===== src/rtl/muldiv_iter.sv =====
// muldiv_iter: iterative RV64M multiply/divide unit (MUL, MULHU, DIV, DIVU, REM, REMU).
// Radix-2 shift-add multiply, restoring radix-2 divide; XLEN+3 cycles per op,
// single-cycle fast path for unsupported ops and divide-by-zero.
module muldiv_iter #(
  parameter int XLEN  = 64,
  parameter int CNT_W = 7
) (
  input  logic            clk,
  input  logic            reset,
  input  logic            start,
  input  logic [2:0]      op,
  input  logic [4:0]      rd_in,
  input  logic [XLEN-1:0] rs1_data,
  input  logic [XLEN-1:0] rs2_data,
  output logic            busy,
  output logic            done,
  output logic            wb_valid,
  output logic [4:0]      wb_rd,
  output logic [XLEN-1:0] wb_data
);

  typedef enum logic [1:0] {IDLE, CALC, FIX, DONE} state_t;

  state_t            state, state_n;
  logic [2:0]        op_q;
  logic [4:0]        rd_q;
  logic [XLEN-1:0]   mcand;   // multiplicand (mul) or |divisor| (div)
  logic [2*XLEN-1:0] acc;     // product accumulator; low half starts as multiplier
  logic [XLEN:0]     rem;     // partial remainder, one guard bit
  logic [XLEN-1:0]   quo;     // dividend shifts out the top, quotient bits shift in
  logic [CNT_W-1:0]  cnt;
  logic              qneg, rneg;

  // request decode on the raw inputs (only used while IDLE)
  logic            in_sup, in_div, in_sgn, in_rem, in_div0;
  logic [XLEN-1:0] a_abs, b_abs;
  assign in_sup  = (op == 3'b000) || (op == 3'b011) || op[2];
  assign in_div  = op[2];
  assign in_sgn  = op[2] & ~op[0];
  assign in_rem  = op[2] & op[1];
  assign in_div0 = in_div && (rs2_data == '0);
  assign a_abs   = (in_sgn && rs1_data[XLEN-1]) ? -rs1_data : rs1_data;
  assign b_abs   = (in_sgn && rs2_data[XLEN-1]) ? -rs2_data : rs2_data;

  // one shift-add multiply step: conditionally add multiplicand to the high half, shift right
  logic [XLEN:0]     msum;
  logic [2*XLEN-1:0] acc_n;
  assign msum  = {1'b0, acc[2*XLEN-1:XLEN]} + {1'b0, (acc[0] ? mcand : {XLEN{1'b0}})};
  assign acc_n = {msum, acc[XLEN-1:1]};

  // one restoring divide step: shift in next dividend bit, subtract divisor if it fits
  logic [XLEN:0] shl, rem_n;
  logic          ge;
  assign shl   = {rem[XLEN-1:0], quo[XLEN-1]};
  assign ge    = shl >= {1'b0, mcand};
  assign rem_n = ge ? (shl - {1'b0, mcand}) : shl;

  // result select and sign fix-up; mul ops never set qneg/rneg
  logic [XLEN-1:0] raw, res;
  logic            neg;
  assign raw = op_q[2] ? (op_q[1] ? rem[XLEN-1:0] : quo)
                       : (op_q[1] ? acc[2*XLEN-1:XLEN] : acc[XLEN-1:0]);
  assign neg = op_q[1] ? rneg : qneg;
  assign res = neg ? -raw : raw;

  // state register
  always_ff @(posedge clk) begin
    if (reset) state <= IDLE;
    else       state <= state_n;
  end

  // next-state logic
  always_comb begin
    state_n = state;
    case (state)
      IDLE: if (start) state_n = (!in_sup || in_div0) ? DONE : CALC;
      CALC: if (cnt == CNT_W'(XLEN-1)) state_n = FIX;
      FIX:  state_n = DONE;
      DONE: state_n = IDLE;
      default: state_n = IDLE;
    endcase
  end

  // datapath: latch operands, iterate, and load the write-back registers
  always_ff @(posedge clk) begin
    if (reset) begin
      op_q    <= '0;
      rd_q    <= '0;
      mcand   <= '0;
      acc     <= '0;
      rem     <= '0;
      quo     <= '0;
      cnt     <= '0;
      qneg    <= 1'b0;
      rneg    <= 1'b0;
      wb_rd   <= '0;
      wb_data <= '0;
    end else begin
      case (state)
        IDLE: if (start) begin
          op_q  <= op;
          rd_q  <= rd_in;
          cnt   <= '0;
          acc   <= {{XLEN{1'b0}}, rs2_data};
          mcand <= in_div ? b_abs : rs1_data;
          quo   <= a_abs;
          rem   <= '0;
          qneg  <= in_sgn & (rs1_data[XLEN-1] ^ rs2_data[XLEN-1]);
          rneg  <= in_sgn & rs1_data[XLEN-1];
          if (!in_sup) begin
            wb_rd   <= rd_in;
            wb_data <= '0;
          end else if (in_div0) begin
            wb_rd   <= rd_in;
            wb_data <= in_rem ? rs1_data : {XLEN{1'b1}};
          end
        end
        CALC: begin
          cnt <= cnt + CNT_W'(1);
          if (op_q[2]) begin
            rem <= rem_n;
            quo <= {quo[XLEN-2:0], ge};
          end else begin
            acc <= acc_n;
          end
        end
        FIX: begin
          wb_rd   <= rd_q;
          wb_data <= res;
        end
        default: ;
      endcase
    end
  end

  assign busy     = (state != IDLE);
  assign done     = (state == DONE);
  assign wb_valid = done && (wb_rd != 5'd0);

endmodule

===== config.mk =====
export PLATFORM = sky130hd
export DESIGN_NAME = muldiv_iter
export DESIGN_NICKNAME = d
export VERILOG_FILES = /design/src/rtl/muldiv_iter.sv
export SDC_FILE = /design/constraint.sdc
export NUM_CORES = 2
export LEC_CHECK = 0
export BUFFER_PORTS_ARGS = -buffer_cell sky130_fd_sc_hd__buf_2
export CAP_MARGIN = 40
export CORE_UTILIZATION = 60
export DETAILED_ROUTE_END_ITERATION = 8
export PLACE_DENSITY_LB_ADDON = 0.05
export SLEW_MARGIN = 25
export SYNTH_ARGS = -nofsm -noshare
export SYNTH_HDL_FRONTEND = slang
export SYNTH_SLANG_ARGS = --single-unit
export TNS_END_PERCENT = 10

===== constraint.sdc =====
create_clock -name clk -period 4.4 [get_ports clk]
set_clock_uncertainty 0.2 [all_clocks]
set_input_delay 0.22 -clock clk [delete_from_list [all_inputs] [get_ports clk]]
set_output_delay 0.22 -clock clk [all_outputs]
set_load 0.01 [all_outputs]

==> results.md <==
* Most common cell after layout, fill and taps aside: dfxtp_1
* CTS tree: built
* Seq cells post-synth at 407
* Ports at 211
* Dpl hpwl at 88600 um
* Critical path class: input pin to register
* Largest family of logic cells by synthesized area: compound AO/OA/AOI/OAI gates
* MaxCap Viol Count at 0
* Global-route wire length before repair at 181000 um
* Synthesized area per cell at 7.71 um2
* Initial Util at 60.8%
* GRT overflow at 0
* Clock-pin slew on the worst setup and hold paths at 0.07 ns
* H-tree depth at 2
* NumNets Final at 4493
* Critical-path top delay cell: dlygate4sd3_1
* Fraction of registers with async set/reset at 0%
* CP max stage delay at 0.55 ns
* IO Port Bufs at 210
* CTS Buf Count at 47
* Wirelength per Cell at 24.8 um
* Worst Setup Start Kind: input pin
* DRT Wirelength at 122000 um
* Pre-CTS setup slack at 0.0961 ns
* Critical Path RT at 4.69 ns
* RD Place Congestion at 1.03
* Final setup fails at 0
* Clk buf depth at 3
* Fillers at 4141
* Adder-cell share of the synthesized area at 5.76%
* YS warnings at 0
* Commonest non-fill, non-tap cells in the layout: 404 x dfxtp_1, 391 x nand2_1, 386 x nor2_1
* CP Launch Point: rs2_data[44]
* Clock sinks at 407
* Final setup margin at 0.0657 ns
* Largest net degree at the start of global routing at 79
* Fmax achieved at 231 MHz
* Compound-Gate Fraction of Synth Area at 26.9%
* Core ar. at 50100 um2
* Leak Pwr at 15.2 nW
* GRT Total Usage at 46.1%
* Worst rel slew slack at 45.3%
* Reg2reg start: op_q[1]
* VDD IR max at 336 uV
* Final TNS setup at 0 ns
* Vias in the first global route at 30300
* FP Rows at 82
* Final period util at 98.5%
* CP most frequent cell: or4_1
* Post-synth cell types at 87
* 1st-iter DRT viols at 4225
* Clk_lat worst skew at 0.61 ns
* Unrepaired setup endpoints after global routing: no
* Synth Cell Area at 30400 um2
* Synth Area in Simple Gates at 18.3%
* Outcome: completed
* Minimum clock period at 4.33 ns
* Post-synth top area share at 26.8%
* # DRC at 0
* CP arrival at 4.63 ns
* Initial antenna violation count at 10
* Syn_nets at 4226
* Vias at 33100
* Top cells by area, synth: dfxtp_1 27%, a21oi_1 6.0%, o21ai_0 5.7%
* CTS Root Cell: clkbuf_16
* Final hold violations at 0
* HP Class: input pin to register
* ANT nets after route at 0
* Dpl cells at 4675
* Post-synth EDFFs at 0
* Hold_sp: start
* Worst Tran Pin Value at 0.812 ns
* Leading area contributor after synthesis: dfxtp_1
* Seq/Total Area, Yosys at 26.8%
* Chip Width at 227 um
* Crit path max fanout at 38
* Slew Viols, Final at 0
* XOR/XNOR Fraction of Synth Area at 8.43%
* Post-Layout Cell Count at 4934
* Crit-path cells: dlygate4sd3_1 -> buf_2 -> or4_1 -> or3_1 -> or4_1 -> or4_4 -> nor4_2 -> buf_4 -> a41oi_1 -> a21oi_4 -> buf_12 -> o21ai_0 -> a31oi_1
* Die area at 51600 um2
* Crit end category: register
* Multiplexer area fraction after synthesis at 8.51%
* Pwr per Cell Area at 545 nW/um2
* Vias per cell at 6.70
* Drt pass-1 iters at 8
* Synth Instances at 3948
* Hold WS at 0.0770 ns
* Most common flop cell mapped by yosys: dfxtp_1
* Share of cells above drive strength 1 at 12.9%
* Die height at 227 um
* Area Overhead vs Synth at 18.1%
-- cell usage after synthesis (45+ instances only) --
cell / instances
nand2_1: 393
xnor2_1: 161
mux4_2: 64
mux2i_1: 109
o21ai_0: 347
nor3_1: 63
nor2_1: 390
a21o_1: 99
nand3_1: 52
xor2_1: 132
a31oi_1: 72
dfxtp_1: 407
ha_1: 137
o31ai_1: 45
and2_1: 74
clkbuf_1: 239
a211oi_1: 133
a21oi_1: 362
inv_1: 134
-- cells by family (layout without fill, tap and decap cells) --
logic type                 Yosys count  count (layout)
AOI/OAI and AO/OA                 1309            1309
and+or+nand+nor                   1203            1203
buffers and inverters              419             724
DFF                                407             407
xor gates and xnor gates           293             293
muxes                              178             178
adders and majority gates          139             139
other                                0               9
-- final cells by class --
| cell class | count | area (um2) | area share [%] |
|---|---|---|---|
| inverter | 135 | 507 | 1.41 |
| tap | 672 | 841 | 2.34 |
| sequential | 407 | 8160 | 22.7 |
| timing repair buffer | 502 | 3930 | 10.9 |
| multi-input combinational | 3122 | 20800 | 57.8 |
| clock inverter | 21 | 289 | 0.804 |
| antenna | 9 | 22.5 | 0.0626 |
| clock buffer | 66 | 1420 | 3.95 |
-- worst max-delay path: cells and delay by family --
family | cells | cell delay, ns
AND/OR/NAND/NOR | 5 | 2.20
buffers and inverters | 4 | 1.14
AO/OA/AOI/OAI | 4 | 1.05
-- routing by layer --
metal  wire length (um)  global-route usage [%]  share of wire, %  up-vias
met5                 36                    1.33             0.029        -
met4               6590                    20.6               5.4        6
met3              17600                    15.7                14      485
met2              50600                    67.3                41     2333
met1              47700                    61.0                39    15400
li1                   -                       -                 -    14900
-- per-stage QoR --
stage	instance area (um2)	util [%]	power, mW
2_1_floorplan	30400	-	11.4
3_3_place_gp	32400	64.7	14.3
3_5_place_dp	32500	64.9	14.4
4_1_cts	35800	71.5	19.0
5_1_grt	35900	71.8	20.5
6_report	36000	71.8	19.6
-- sequential cells by signal, summed over array words and instances, names as in the netlist --
name and count:
qneg 1, wb_data 64, rd_q 5, op_q 2
cnt 7, state 2, acc 128, wb_rd 5
rneg 1, rem 64, quo 64, mcand 64
-- power by group --
group | switching, mW | internal, mW
clock | 1.73 | 2.66
combinational | 6.02 | 3.58
sequential | 0.980 | 4.62
-- final timing paths --
path | to | slack [ns] | depth (start not counted)
max reg2reg | wb_data[60] | 0.17 | 10
min | cnt[0] | 0.08 | 5
min reg2reg | rd_q[1] | 0.25 | 2
max | wb_data[53] | 0.07 | 13
-- timing repair --
item	in CTS	in global routing
hold endpoints to repair	260	0
setup endpoints to repair	0	38
setup buffers	0	2
hold buffers	157	0
resized for setup	0	5
Power figures use the tool's default switching activity.
